File: src/rtl/bv_match_fifo_pkg.sv
// Shared constants for the bv_count pipeline and its match/result FIFO.
// Default widths here must track the bv_count chain.
package bv_match_fifo_pkg;

    localparam int DEF_WIDTH       = 64;
    localparam int DEF_WIDTH_COUNT = 6;
    localparam int DROP_W          = 16;

    localparam logic [DROP_W-1:0] DROP_SAT = 16'hFFFF;

endpackage

File: src/rtl/bv_match_fifo_if.sv
// Result handshake between the match FIFO and the action/lookup consumer.
interface bv_match_if #(
    parameter int width_count = 6
);
    logic                   result_valid;
    logic                   result_ready;
    logic                   result_hit;
    logic [width_count-1:0] result_index;

    modport master (
        output result_valid,
        output result_hit,
        output result_index,
        input  result_ready
    );

    modport slave (
        input  result_valid,
        input  result_hit,
        input  result_index,
        output result_ready
    );
endinterface

File: src/rtl/bv_sync_fifo.sv
// Show-ahead synchronous FIFO with occupancy counter.
// A push into a full FIFO is only taken when a pop frees the slot in the same cycle.
module bv_sync_fifo #(
    parameter int dw         = 7,
    parameter int depth      = 4,
    parameter int addr_width = 2
) (
    input  logic                clk,
    input  logic                reset,
    input  logic                push,
    input  logic                pop,
    input  logic [dw-1:0]       wdata,
    output logic [dw-1:0]       rdata,
    output logic [addr_width:0] occupancy,
    output logic                full,
    output logic                empty
);

    localparam logic [addr_width:0] FULL_OCC = (addr_width+1)'(depth);

    logic [dw-1:0]         mem [depth];
    logic [addr_width-1:0] wr_ptr;
    logic [addr_width-1:0] rd_ptr;
    logic                  wr_en;
    logic                  rd_en;

    assign full  = (occupancy == FULL_OCC);
    assign empty = (occupancy == '0);
    assign rd_en = pop & ~empty;
    assign wr_en = push & (~full | rd_en);
    assign rdata = mem[rd_ptr];

    // Storage carries no reset; only the pointers define what is live.
    always_ff @(posedge clk) begin
        if (wr_en) begin
            mem[wr_ptr] <= wdata;
        end
    end

    always_ff @(posedge clk) begin
        if (reset) begin
            wr_ptr    <= '0;
            rd_ptr    <= '0;
            occupancy <= '0;
        end else begin
            if (wr_en) begin
                wr_ptr <= wr_ptr + 1'b1;
            end
            if (rd_en) begin
                rd_ptr <= rd_ptr + 1'b1;
            end
            if (wr_en && !rd_en) begin
                occupancy <= occupancy + 1'b1;
            end else if (!wr_en && rd_en) begin
                occupancy <= occupancy - 1'b1;
            end
        end
    end

endmodule

File: src/rtl/bv_match_fifo.sv
// Terminal bv_count stage: resolves hit/index and buffers results,
// absorbing consumer backpressure since the chain cannot stall.
module bv_match_fifo
    import bv_match_fifo_pkg::*;
#(
    parameter int width       = DEF_WIDTH,
    parameter int width_count = DEF_WIDTH_COUNT,
    parameter int depth       = 4,
    parameter int addr_width  = 2,
    parameter int af_level    = 2
) (
    input  logic                   clk,
    input  logic                   reset,
    input  logic                   bv_valid,
    input  logic [width-1:0]       bv,
    input  logic [width_count-1:0] count,
    bv_match_if.master             res,
    output logic                   almost_full,
    output logic                   overflow,
    output logic [DROP_W-1:0]      drop_count
);

    localparam int DW = width_count + 1;
    localparam logic [addr_width:0] AF_OCC = (addr_width+1)'(af_level);

    logic                   hit;
    logic [width_count-1:0] index;
    logic [DW-1:0]          head;
    logic [addr_width:0]    occupancy;
    logic [addr_width:0]    occ_next;
    logic                   full;
    logic                   empty;
    logic                   pop;
    logic                   accept;
    logic                   drop;
    logic                   unused_bv;

    // Only the LSB of the shifted vector decides a match.
    assign hit       = bv[0];
    assign index     = hit ? count : '0;
    assign unused_bv = &{1'b0, bv[width-1:1]};

    assign pop    = ~empty & res.result_ready;
    assign accept = bv_valid & (~full | pop);
    assign drop   = bv_valid & full & ~pop;

    bv_sync_fifo #(
        .dw         (DW),
        .depth      (depth),
        .addr_width (addr_width)
    ) u_fifo (
        .clk       (clk),
        .reset     (reset),
        .push      (bv_valid),
        .pop       (pop),
        .wdata     ({hit, index}),
        .rdata     (head),
        .occupancy (occupancy),
        .full      (full),
        .empty     (empty)
    );

    assign res.result_valid = ~empty;
    assign res.result_hit   = ~empty & head[DW-1];
    assign res.result_index = empty ? '0 : head[width_count-1:0];

    always_comb begin
        occ_next = occupancy;
        if (accept && !pop) begin
            occ_next = occupancy + 1'b1;
        end else if (!accept && pop) begin
            occ_next = occupancy - 1'b1;
        end
    end

    // almost_full follows next-state occupancy so it moves with result_valid.
    always_ff @(posedge clk) begin
        if (reset) begin
            almost_full <= 1'b0;
            overflow    <= 1'b0;
            drop_count  <= '0;
        end else begin
            almost_full <= (occ_next >= AF_OCC);
            if (drop) begin
                overflow <= 1'b1;
                if (drop_count != DROP_SAT) begin
                    drop_count <= drop_count + 1'b1;
                end
            end
        end
    end

endmodule

File: src/flat_wrapper.sv
// flat-port wrapper written by rule: the top's interface ports become plain ports
module bv_match_fifo_flat import bv_match_fifo_pkg::*;
#(
    parameter int width       = DEF_WIDTH,
    parameter int width_count = DEF_WIDTH_COUNT,
    parameter int depth       = 4,
    parameter int addr_width  = 2,
    parameter int af_level    = 2
)
  (clk, reset, bv_valid, bv, count, almost_full, overflow, drop_count, res_result_valid, res_result_hit, res_result_index, res_result_ready);
  bv_match_if #(.width_count(width_count)) res_i ();
  input  logic clk;
  input  logic reset;
  input  logic bv_valid;
  input  logic [width-1:0] bv;
  input  logic [width_count-1:0] count;
  output logic almost_full;
  output logic overflow;
  output logic [DROP_W-1:0] drop_count;
  output wire logic [$bits(res_i.result_valid)-1:0] res_result_valid;
  output wire logic [$bits(res_i.result_hit)-1:0] res_result_hit;
  output wire logic [$bits(res_i.result_index)-1:0] res_result_index;
  input wire logic [$bits(res_i.result_ready)-1:0] res_result_ready;
  assign res_result_valid = res_i.result_valid;
  assign res_result_hit = res_i.result_hit;
  assign res_result_index = res_i.result_index;
  assign res_i.result_ready = res_result_ready;
  bv_match_fifo #(.width(width), .width_count(width_count), .depth(depth), .addr_width(addr_width), .af_level(af_level)) u_core (.clk(clk), .reset(reset), .bv_valid(bv_valid), .bv(bv), .count(count), .res(res_i), .almost_full(almost_full), .overflow(overflow), .drop_count(drop_count));
endmodule
File: config.mk
export PLATFORM = sky130hd
export DESIGN_NAME = bv_match_fifo_flat
export DESIGN_NICKNAME = d
export VERILOG_FILES = /design/src/rtl/bv_match_fifo_pkg.sv /design/src/rtl/bv_match_fifo_if.sv /design/src/rtl/bv_sync_fifo.sv /design/src/rtl/bv_match_fifo.sv /design/src/flat_wrapper.sv
export SDC_FILE = /design/constraint.sdc
export NUM_CORES = 1
export LEC_CHECK = 0
export ABC_CLOCK_PERIOD_IN_PS = 2900
export CORE_MARGIN = 3
export CORE_UTILIZATION = 43
export DETAILED_ROUTE_END_ITERATION = 7
export GPL_ROUTABILITY_DRIVEN = 0
export HOLD_SLACK_MARGIN = 0.08
export PLACE_DENSITY = 0.79
export SKIP_LAST_GASP = 1
export SYNTH_ARGS = -nofsm -noshare
export SYNTH_HDL_FRONTEND = slang
export SYNTH_SLANG_ARGS = --single-unit
File: constraint.sdc
create_clock -name clk -period 2.9 [get_ports clk]
set_clock_uncertainty 0.15 [all_clocks]
set_input_delay 0.87 -clock clk [delete_from_list [all_inputs] [get_ports clk]]
set_output_delay 0.87 -clock clk [all_outputs]
set_load 0.01 [all_outputs]
==> reports/metrics.yaml <==
status: "complete, no violations"
yosys-top-cells-area: "edfxtp_1 (33%), dfxtp_1 (21%), mux4_2 (6.2%), and2_1 (5.2%), ha_1 (4.4%)"
rsz0062_at_grt: "false"
wl_met3_um: 189
ys_types: 42
root_buffer: "clkbuf_8"
antenna_found_initial: 0
seq_area_frac_synth: 0.5430
nets: 336
clk_latency_ns: 0.30
start_kind: "flip-flop"
synthesis.nets: 298
ys_warn_count: 0
seq_area_um2: 1385
ant_nets: 0
setup_viol: 0
design_area_um2: 3119
finalCriticalPeriod_ns: 2.748
num_rows: 27
worst_pin_slew_ns: 0.5302
crit_fanout: 7
yosysTopAreaCell: "edfxtp_1"
ys_seq_elements: 55
cts_setup_buffers: 0
crit_chain: "buf_12 > mux4_2 > and2_1 > dlygate4sd2_1"
grt_pass1_vias: 1678
r2r-end: "u_core.u_fifo.occupancy[2]"
start_util: 0.4536
cts_tree: "yes"
place_hpwl_um: 3253
cts_buffer_depth: 2
holdCritStartpoint: "u_core.overflow"
core-area_um2: 5608
synth_edf_count: 28
topRoutingLayerUsed: "met4"
peakVddDrop_mv: 0.3135
dieWidth_um: 82.91
grt_max_degree: 17
slowest_delay_ns: 0.49
cp.arrival_ns: 1.73
top_level_ports: 100
max_clock_freq_ghz: 0.3639
cts.sinks: 55
whs_ns: 0.3444
drc: 0
multi_input_area_um2: 1081
timing.final.ws_setup_ns: 0.1517
met2WireLength_um: 2338
regToRegSetupSlack_ns: 0.82
setup.worst_path.class: "reg2out"
cts_buffers: 5
period_share: 0.9477
area.growth.synth_to_final_pct: 22.63
critPathCaptureType: "output pin"
fp.dieH_um: 82.91
yosysTopAreaCellShare: 0.3305
die_area_um2: 6874
drt_wl_total_um: 4587
r2r_start: "u_core.u_fifo.occupancy[1]"
dp_worst_setup_slack_ns: 0.1690
layout-drive-gt1-share: 0.1181
hold_depth: 2
clk_pin_slew_worst_paths_ns: 0.09
timing.setup.tns_ns: 0
vias_per_cell: 5.248
synth_flop_cell: "edfxtp_1"
post_drt_wl_per_cell_um: 14.07
n_antenna_cell: 0
grt_pass1_wl_um: 7900
postPlaceCellArea_um2: 2989
cp_data_required_time_ns: 1.88
via_count: 1711
dr.pass1.iters: 4
hold_viol: 0
netlist_instances: 215
drtIter0Drc: 96
wl_met1_um: 1965
htreeDepth: 2
slew-limit-headroom: 0.6454
maxCapViolCount: 0
powerDensity_nw_per_um2: 706.6
crit_slowest_cell: "mux4_2"
total_leakage_power_uw: 0.001147
synthArstFlopShare: 0
holdPathEnd: "u_core.overflow"
place.port_buffers: 36
synth_area_per_cell_um2: 11.83
gr-usage-all-layers: 0.1402
fillers: 479
hold_class: "reg2reg"
fin_cells: 326
synthTopCellsByCount: "edfxtp_1 (28), dfxtp_1 (27), nor2_1 (26)"
drv_slew: 0
yosysMostFrequentCell: "edfxtp_1"
synth_area_um2: 2544
r2r_cells: 9
dp_cells: 318
grt.overflow.total: 0
-- per-layer routing --
metal,vias up,global-route usage
met5,-,0
met4,0,0.07132
met3,8,0.03373
met2,43,0.2376
met1,818,0.1649
li1,842,-
-- worst max-delay path, delay by kind of cell, from the launching register on --
kind	cells	cell delay, ns
buf+inv	2	0.41
flops	1	0.35
mux	1	0.49
simple gates	1	0.18
-- power breakdown --
part	switching, µW	internal (µW)	leakage [µW]
logic	309	358	0.000600
registers	56.8	908	0.000482
clock network	228	345	0.0000654
total	594	1610	0.00115
-- area by class of cell --
cell class              count  area share
inverters                   5    0.006017
repair buffers             42      0.1320
clock buffers               6     0.02327
multi-input cells         144      0.3466
flip-flops and latches     55      0.4440
well taps                  72     0.02888
clock inverters             2     0.01925
-- sequential cells by signal, summed over array words and instances (netlist names), named ones only --
| name | cells |
|---|---|
| u_core.u_fifo.mem | 28 |
| u_core.almost_full | 1 |
| u_core.overflow | 1 |
| u_core.drop_count | 16 |
| u_core.u_fifo.occupancy | 3 |
| u_core.u_fifo.wr_ptr | 2 |
| u_core.u_fifo.rd_ptr | 2 |
-- through the flow --
stage               utilization  power (µW)
finish                   0.5562        2204
global route             0.5562        2340
CTS                      0.5558        2238
detailed placement       0.5330        1703
global placement         0.5330        1688
floorplan                     -        1397
-- what timing repair did --
action | 4_1_cts | 5_1_grt
setup endpoints to repair | 7 | 1
gates cloned | 0 | 0
hold buffers | 0 | 0
pin swaps | 0 | 0
resized for setup | 10 | 1
-- cells by family (layout without fill, tap and decap cells) --
| group | Yosys count | in the layout | share of synthesized area |
|---|---|---|---|
| buffers and inverters | 16 | 55 | 0.03197 |
| AND/OR/NAND/NOR | 86 | 86 | 0.1899 |
| AO/OA/AOI/OAI | 23 | 23 | 0.06149 |
| adder cells (fa/ha/maj) | 9 | 9 | 0.04427 |
| flip-flops | 55 | 55 | 0.5430 |
| multiplexers | 11 | 11 | 0.07772 |
| XOR/XNOR | 15 | 15 | 0.05165 |
-- cells in the final DEF, fill, tap and decap left out, drive strengths merged, types with 2 or more instances in the layout --
cell type and instances:
a31o 2, mux2i 4, xor2 5, bufinv 2
dlygate4sd2 7, and4 3, nor3 3, buf 6
edfxtp 28, nand4b 2, inv 5, xnor2 10
and3 5, nor2 26, and2 21, nand2b 3
ha 9, clkbuf 6, nand4 5, o21ai 2
clkdlybuf4s50 28, nand2 8, nand3 6, a21oi 11
mux4 7, dfxtp 27, a31oi 3
-- how the worst max path moves through the flow --
stage	from	end	slack [ns]	cells past startpoint
2_1_floorplan	res_result_ready	u_core.u_fifo.occupancy[2]	0.64	5
3_3_place_gp	res_result_ready	u_core.u_fifo.occupancy[2]	0.18	5
3_5_place_dp	res_result_ready	u_core.u_fifo.occupancy[2]	0.17	5
4_1_cts	u_core.u_fifo.occupancy[1]	res_result_valid	0.09	5
5_1_grt	flip-flop	res_result_index[1]	0.1	4
6_report	flip-flop	res_result_index[2]	0.15	4
No activity file was read; power rests on OpenSTA's default activity.
